## src/rtl/nphy_output_serializer.sv

```systemverilog
// NAND PHY output serializer: buffers RATIO-slot parallel words in a small FIFO and
// shifts them out one slot per clock on LANES pins, with output enables aligned to the data.
module nphy_output_serializer #(
  parameter int               LANES       = 8,
  parameter int               RATIO       = 4,
  parameter int               DEPTH       = 4,
  parameter logic [LANES-1:0] IDLE_VALUE  = '0,
  parameter logic [LANES-1:0] INVERT_MASK = '0
) (
  input  logic                       iSystemClock,
  input  logic                       iModuleReset,
  input  logic [LANES*RATIO-1:0]     iData,
  input  logic                       iOutEnable,
  input  logic                       iValid,
  output logic                       oReady,
  input  logic                       iFlush,
  input  logic                       iBurstActive,
  input  logic                       iClearStatus,
  output logic [LANES-1:0]           oSerial,
  output logic [LANES-1:0]           oOutEnable,
  output logic [$clog2(DEPTH):0]     oLevel,
  output logic                       oBusy,
  output logic                       oUnderrun
);

  localparam int PTR_W  = $clog2(DEPTH);
  localparam int LVL_W  = PTR_W + 1;
  localparam int CNT_W  = (RATIO > 2) ? $clog2(RATIO) : 1;
  localparam int WORD_W = LANES * RATIO;
  localparam logic [LANES-1:0] IDLE_PIN = IDLE_VALUE ^ INVERT_MASK;

  typedef enum logic {ST_IDLE, ST_SHIFT} state_t;

  logic [WORD_W:0]    mem_q [DEPTH];
  logic [PTR_W-1:0]   wr_ptr_q, wr_ptr_d, rd_ptr_q, rd_ptr_d;
  logic [LVL_W-1:0]   level_q, level_d;
  state_t             state_q, state_d;
  logic [CNT_W-1:0]   cnt_q, cnt_d;
  logic [WORD_W-1:0]  word_q, word_d;
  logic [LANES-1:0]   serial_q, serial_d, oe_q, oe_d;
  logic               und_q, und_d, und_set;
  logic               push, pop;
  logic [WORD_W:0]    head;

  function automatic logic [LANES-1:0] slot_of(input logic [WORD_W-1:0] w,
                                               input logic [CNT_W-1:0]  s);
    return w[int'(s)*LANES +: LANES];
  endfunction

  // Reset gating keeps the input side closed while the block is held in reset.
  assign oReady = iModuleReset & (level_q < LVL_W'(DEPTH)) & ~iFlush;
  assign push   = iValid & oReady;
  assign head   = mem_q[rd_ptr_q];

  always_comb begin
    state_d  = state_q;
    cnt_d    = cnt_q;
    word_d   = word_q;
    serial_d = serial_q;
    oe_d     = oe_q;
    pop      = 1'b0;
    und_set  = 1'b0;
    if (iFlush) begin
      state_d  = ST_IDLE;
      cnt_d    = '0;
      serial_d = IDLE_PIN;
      oe_d     = '0;
    end else begin
      unique case (state_q)
        ST_IDLE: begin
          if (level_q != '0) pop = 1'b1;
        end
        ST_SHIFT: begin
          if (cnt_q == CNT_W'(RATIO - 1)) begin
            if (level_q != '0) begin
              pop = 1'b1;
            end else begin
              state_d  = ST_IDLE;
              cnt_d    = '0;
              serial_d = IDLE_PIN;
              oe_d     = '0;
              und_set  = iBurstActive;
            end
          end else begin
            cnt_d    = cnt_q + 1'b1;
            serial_d = slot_of(word_q, cnt_q + 1'b1) ^ INVERT_MASK;
          end
        end
        default: state_d = ST_IDLE;
      endcase
      // Loading drives slot 0 on the same edge, so consecutive words abut.
      if (pop) begin
        state_d  = ST_SHIFT;
        cnt_d    = '0;
        word_d   = head[WORD_W-1:0];
        serial_d = head[LANES-1:0] ^ INVERT_MASK;
        oe_d     = {LANES{head[WORD_W]}};
      end
    end
  end

  always_comb begin
    wr_ptr_d = wr_ptr_q + PTR_W'(push);
    rd_ptr_d = rd_ptr_q + PTR_W'(pop);
    level_d  = level_q + LVL_W'(push) - LVL_W'(pop);
    und_d    = und_set | (und_q & ~iClearStatus);
    if (iFlush) begin
      wr_ptr_d = '0;
      rd_ptr_d = '0;
      level_d  = '0;
    end
  end

  always_ff @(posedge iSystemClock or negedge iModuleReset) begin
    if (!iModuleReset) begin
      state_q  <= ST_IDLE;
      cnt_q    <= '0;
      wr_ptr_q <= '0;
      rd_ptr_q <= '0;
      level_q  <= '0;
      serial_q <= IDLE_PIN;
      oe_q     <= '0;
      und_q    <= 1'b0;
    end else begin
      state_q  <= state_d;
      cnt_q    <= cnt_d;
      wr_ptr_q <= wr_ptr_d;
      rd_ptr_q <= rd_ptr_d;
      level_q  <= level_d;
      serial_q <= serial_d;
      oe_q     <= oe_d;
      und_q    <= und_d;
    end
  end

  always_ff @(posedge iSystemClock) begin
    word_q <= word_d;
    if (push) mem_q[wr_ptr_q] <= {iOutEnable, iData};
  end

  assign oSerial    = serial_q;
  assign oOutEnable = oe_q;
  assign oLevel     = level_q;
  assign oBusy      = (state_q == ST_SHIFT) | (level_q != '0);
  assign oUnderrun  = und_q;

endmodule

```

## config.mk

```make
export PLATFORM = sky130hd
export DESIGN_NAME = nphy_output_serializer
export DESIGN_NICKNAME = d
export VERILOG_FILES = /design/src/rtl/nphy_output_serializer.sv
export SDC_FILE = /design/constraint.sdc
export NUM_CORES = 1
export LEC_CHECK = 0
export ABC_AREA = 1
export CORE_MARGIN = 1.5
export CORE_UTILIZATION = 23
export CTS_CLUSTER_DIAMETER = 200
export DETAILED_ROUTE_END_ITERATION = 16
export PLACE_DENSITY_LB_ADDON = 0.12
export SYNTH_ARGS = -nofsm -noshare
export SYNTH_HDL_FRONTEND = slang
export SYNTH_SLANG_ARGS = --single-unit
```

## constraint.sdc

```tcl
create_clock -name iSystemClock -period 5.05 [get_ports iSystemClock]
set_input_delay 1.01 -clock iSystemClock [delete_from_list [all_inputs] [get_ports iSystemClock]]
set_output_delay 1.01 -clock iSystemClock [all_outputs]
set_load 0.005 [all_outputs]
```

==> results of run 1 <==
[layer usage]
metal  part of all wire (%)  wire length, µm  vias up
met3                    3.2              566        8
met1                     48             8630     2209
met2                     47             8470       78
li1                       -                -     2185
met4                    1.0              186        0
met5                      0                0        -
[critical path: stages]
cell	delay, ns
clkdlybuf4s50_1	0.68
inv_2	0.23
nand2_1	0.08
nor2_2	0.11
clkdlybuf4s50_1	0.51
[Yosys cell counts (5+ instances only)]
master / number
edfxtp_1: 164
nand2_1: 121
nor2_1: 57
o21ai_0: 49
inv_1: 41
nand3_1: 40
o22ai_1: 26
dfrtp_1: 20
buf_2: 13
buf_4: 11
and2_1: 8
inv_2: 7
o21ai_1: 7
clkbuf_1: 6
nor3_1: 5
[registers in the layout (all words and copies together), names as in the netlist, 2 cells and up]
register  cells
rd_ptr_q      2
cnt_q         2
wr_ptr_q      2
mem_q       132
oSerial       8
word_q       32
oLevel        3
[power groups by stage]
stage,Clock [mW],Combinational (mW),Sequential (mW)
finish,1.30,1.19,1.93
global route,1.39,1.35,1.94
CTS,1.34,1.22,1.93
detailed placement,0,1.22,1.96
global placement,0,1.21,1.96
floorplan,0,0.804,1.93
[layout by cell type (no fill, tap or decap), types with 2 or more instances in the layout]
cell	instances
nor2_1	57
dfrtp_2	2
nor2_4	2
nor3_2	4
inv_1	41
a21oi_4	2
inv_2	7
edfxtp_1	164
inv_6	5
nor2_2	2
o22ai_1	26
clkdlybuf4s50_1	60
o21ai_1	7
buf_4	8
and2_1	8
inv_8	3
xor2_1	2
o21ai_0	49
nand2_1	121
ha_1	4
clkbuf_16	17
nand3_1	40
a21oi_1	2
clkinv_8	4
nand2_4	2
dfrtp_1	18
[area by class of cell]
class                   count  area (µm²)
fillers                  3203       22700
flip-flops and latches    184        5430
multi-input cells         334        1620
repair buffers             68         661
well taps                 402         503
clock buffers              18         429
inverters                  49         186
clock inverters            14         155
[worst max path at each step]
stage,startpoint,end,slack (ns),cells past startpoint
final,iFlush,oReady,1.40,5
after global routing,iFlush,oReady,1.27,5
after CTS,iFlush,oReady,1.39,5
after detailed placement,iFlush,oReady,1.40,5
after global placement,iFlush,oReady,1.42,5
after floorplan,iFlush,mem_q[0][0],0.95,5
[cells by family after synthesis]
family	count (synthesis)	synth area share (%)
and+or+nand+nor	239	13.7
buffers and inverters	82	5.18
xor gates and xnor gates	3	0.354
DFF	184	73.2
adders and majority gates	5	0.945
AOI/OAI and AO/OA	87	6.67
[metrics by stage]
| step | worst slack, ns | hold slack [ns] | power (mW) | utilization (%) |
|---|---|---|---|---|
| after floorplan | 0.955 | 0.463 | 2.73 | - |
| after global placement | 1.42 | 0.477 | 3.17 | 26.6 |
| after detailed placement | 1.40 | 0.472 | 3.18 | 26.6 |
| after CTS | 1.39 | 0.491 | 4.49 | 28.4 |
| after global routing | 1.27 | 0.516 | 4.69 | 28.4 |
| final | 1.40 | 0.488 | 4.42 | 28.4 |
==> results.cfg, run 1 <==
[status]
outcome = complete, no violations

[sta]
slew_headroom_pct = 18.0
period_share_pct = 72.3
worst-slew-pin-transition_ns = 1.23
hold_violations = 0
min_period_ns = 3.65
skew_ns = 0.0114
drv_slew = 0
fmax_ghz = 0.274
rsz0062_at_grt = false
tns_ns = 0
setup_violations = 0

[pwr]
power_switching_share_pct = 33.8
p_seq_share_pct = 43.6
comb_power_share_pct = 27.0
powerDensity_nw_per_um2 = 491
pwr-share-clk_pct = 29.4
peakVddDrop_uv = 244
power.net_switching_mw = 1.49
internal-power_mw = 2.92
p_leak_nw = 3.27

[placement]
portBuffers = 60
place_area_um2 = 8400
gp_congestion = 0.730
place_hpwl_um = 10200
dpl.cell_count = 1037

[finish]
area_delta_synth_final_pct = 21.2
drive_gt1_share_pct = 9.30
diodes = 0
fin_nets = 698
instances_no_fill = 1069
design_area_um2 = 8990

[critical_path]
reg2reg_depth = 9
path_class = in -> out
crit_path_end_kind = output pin
worst-path-max-fanout = 12
cp-start-kind = input port
timing.rr.end = oLevel[2]
rr_startpoint = cnt_q[0]
r2r_slack_ns = 2.50
critPathRequiredTime_ns = 4.04
arrival_ns = 2.64

[routing]
wl_per_cell_um = 16.7
vias = 4480
drc = 0
avgViaCountPerCell = 4.19
final_antenna_net_count = 0
postRouteWirelength_um = 17800
drtPass1Iterations = 4
drtIter0Drc = 265

[clock_network]
cts_buffers = 17
clkSlewWorstSetupHoldPaths_ns = 0.07
cts_resized = 0
postCtsSetupRepairBufs = 0
cts_sinks = 184
cts_buffer_depth = 2
cts_tree = yes
root_buffer = clkbuf_16
h-tree-depth = 4
clock_latency_ns = 0.43
ctsHoldBuffers = 0

[global_route]
grt_pass1_wl_um = 27400
grt-ovfl-total = 0
use_met2_pct = 18.2
antenna_found_initial = 0
met1_usage_pct = 15.0
grtUsageTotal_pct = 11.1
grt_pass1_vias = 4560
grt_use_met3_pct = 2.10
grt_max_degree = 68
top_usage_layer = met2

[min_path]
hold_end = oSerial[2]
min_from = oSerial[2]
holdPathStages = 2
hold_class = reg -> reg

[floorplanning]
io_pins = 61
start_util_pct = 23.4
coreArea_um2 = 31600
floorplan.die_area_um2 = 33300
die_h_um = 183
fp-row-count = 65
chipWidth_um = 183

[synthesis]
synth_area_leaders = edfxtp_1 66%, dfrtp_1 6.8%, nand2_1 6.1%
syn_area_um2 = 7410
synth_top_area_share_pct = 66.4
async_reset_ff_share_pct = 10.9
ys_warn_count = 0
synthFlopType = edfxtp_1
synth-edff-count = 164
synth_nets = 644
synth-seq-cells = 184
yosysTopAreaCell = edfxtp_1
postSynthCellCount = 600
yosysSeqAreaShare_pct = 73.2
ys_types = 30
avgSynthCellArea_um2 = 12.4

[run]
cap_viol_max_count = 0
No activity file was read; power rests on OpenSTA's default activity.
==> run 2, diff against run 1 <==
==> constraint.sdc (replaced) <==
create_clock -name iSystemClock -period 3.2 [get_ports iSystemClock]
set_input_delay 0.64 -clock iSystemClock [delete_from_list [all_inputs] [get_ports iSystemClock]]
set_output_delay 0.64 -clock iSystemClock [all_outputs]
set_load 0.005 [all_outputs]
==> results.cfg, run 2 (synthesized netlist as in run 1, its figures left out) <==
[routing]
drtPass1Iterations = 5
avgViaCountPerCell = 4.18
drc = 0
wl_per_cell_um = 16.3
postRouteWirelength_um = 17600
vias = 4493
drtIter0Drc = 306
final_antenna_net_count = 0

[floorplanning]
die_h_um = 183
io_pins = 61
coreArea_um2 = 31600
start_util_pct = 23.4
floorplan.die_area_um2 = 33300
chipWidth_um = 183
fp-row-count = 65

[finish]
area_delta_synth_final_pct = 22.0
fin_nets = 704
fin_util_pct = 28.6
drive_gt1_share_pct = 10.1
final_common_cell = edfxtp_1
largest_register = mem_q
largest_register_ffs = 132
diodes = 0
layout_common_cells = 164 x edfxtp_1, 121 x nand2_1, 60 x clkdlybuf4s50_1

[critical_path]
path_class = in -> out
crit_chain = clkdlybuf4s50_1 > inv_2 > nand2_1 > nor2_2 > clkdlybuf4s50_1
cp-start-kind = input port
reg2reg_depth = 10
rr_startpoint = cnt_q[0]
critPathMostFrequentCell = clkdlybuf4s50_1
worst-path-buf-inv = 3
crit_path_top_delay_cell = clkdlybuf4s50_1
r2r_slack_ns = 0.95
worst-path-max-fanout = 6
cp_top_family = buffers and inverters
critPathMaxStageDelay_ns = 0.51
arrival_ns = 1.89
timing.rr.end = oLevel[2]
critPathRequiredTime_ns = 2.56
crit_path_end_kind = output pin

[global_route]
antenna_found_initial = 0
grtUsageTotal_pct = 11.1
grt-ovfl-total = 0
grt_pass1_vias = 4583
grt_max_degree = 68
grt_pass1_wl_um = 27300

[sta]
fmax_ghz = 0.395
whs_ns = 0.489
setup_ws_ns = 0.669
min_period_ns = 2.53
period_share_pct = 79.1
rsz0062_at_grt = false
setup_violations = 0
worst-slew-pin-transition_ns = 0.758
slew_headroom_pct = 49.5
skew_ns = 0.0107
hold_violations = 0
drv_slew = 0

[pwr]
p_leak_nw = 3.29
powerDensity_nw_per_um2 = 767
comb_power_share_pct = 27.7
internal-power_mw = 4.62
power_mw = 6.94
pwr-share-clk_pct = 29.0
p_seq_share_pct = 43.4
power.net_switching_mw = 2.32
power_switching_share_pct = 33.4
peakVddDrop_uv = 403

[clock_network]
root_buffer = clkbuf_16
cts_resized = 0
cts_tree = yes
ctsHoldBuffers = 0
postCtsSetupRepairBufs = 0
cts_buffers = 17
clock_latency_ns = 0.43
h-tree-depth = 4
cts_buffer_depth = 2
clkSlewWorstSetupHoldPaths_ns = 0.07
cts_sinks = 184

[placement]
portBuffers = 60
gp_congestion = 0.728
pre_cts_slack_ns = 0.487
place_hpwl_um = 10600

[status]
outcome = complete, no violations

[min_path]
min_from = oSerial[4]
holdPathStages = 2
hold_class = reg -> reg
hold_end = oSerial[4]

[run]
cap_viol_max_count = 0
-- run 2: cell types whose count changed in the layout (fill, tap and decap cells not counted), sizes merged --
cell      change
buf           +6
clkinv        -2
clkinvlp      +2
-- run 2: worst min-delay path, delay by kind of cell, from the launching register on --
| kind | cells | cell delay (ns) |
|---|---|---|
| flip-flops | 1 | 0.35 |
| AND/OR/NAND/NOR | 2 | 0.10 |
-- run 2: layout make-up --
cell class | count | area (µm²)
Clock buffer | 18 | 429
Tap cell | 402 | 503
Inverter | 49 | 186
Timing Repair Buffer | 74 | 743
Multi-Input combinational cell | 334 | 1620
Sequential cell | 184 | 5430
Clock inverter | 14 | 133
Fill cell | 3203 | 22600
-- run 2: how the worst max path moves through the flow --
| stage | start | endpoint | slack [ns] | cells after the start |
|---|---|---|---|---|
| 6_report | iFlush | oReady | 0.67 | 5 |
| 3_5_place_dp | iFlush | oLevel[2] | 0.49 | 12 |
| 3_3_place_gp | iFlush | oLevel[2] | 0.50 | 12 |
| 5_1_grt | iFlush | oReady | 0.59 | 5 |
| 4_1_cts | iFlush | oReady | 0.65 | 5 |
| 2_1_floorplan | iFlush | mem_q[0][0] | -0.53 | 5 |
-- run 2: layer usage --
layer,up-vias,GRT usage [%],wire length [µm]
li1,2186,-,-
met1,2229,14.8,8530
met2,69,18.2,8410
met3,9,2.02,443
met4,0,3.47,180
met5,-,0,0
-- run 2: power groups by stage --
stage	combinational, mW	sequential (mW)	clock, mW
finish	1.92	3.01	2.01
global route	2.19	3.03	2.17
CTS	1.98	3.01	2.07
detailed placement	1.97	3.07	0
global placement	1.97	3.06	0
floorplan	1.27	3.05	0
-- run 2: metrics by stage --
step           area [µm²]  setup TNS, ns  std cells
6_report             9040              0       1075
5_1_grt              9040              0       1075
4_1_cts              9040              0       1075
3_5_place_dp         8480              0       1043
3_3_place_gp         8480              0       1043
2_1_floorplan        7410         -69.34        600
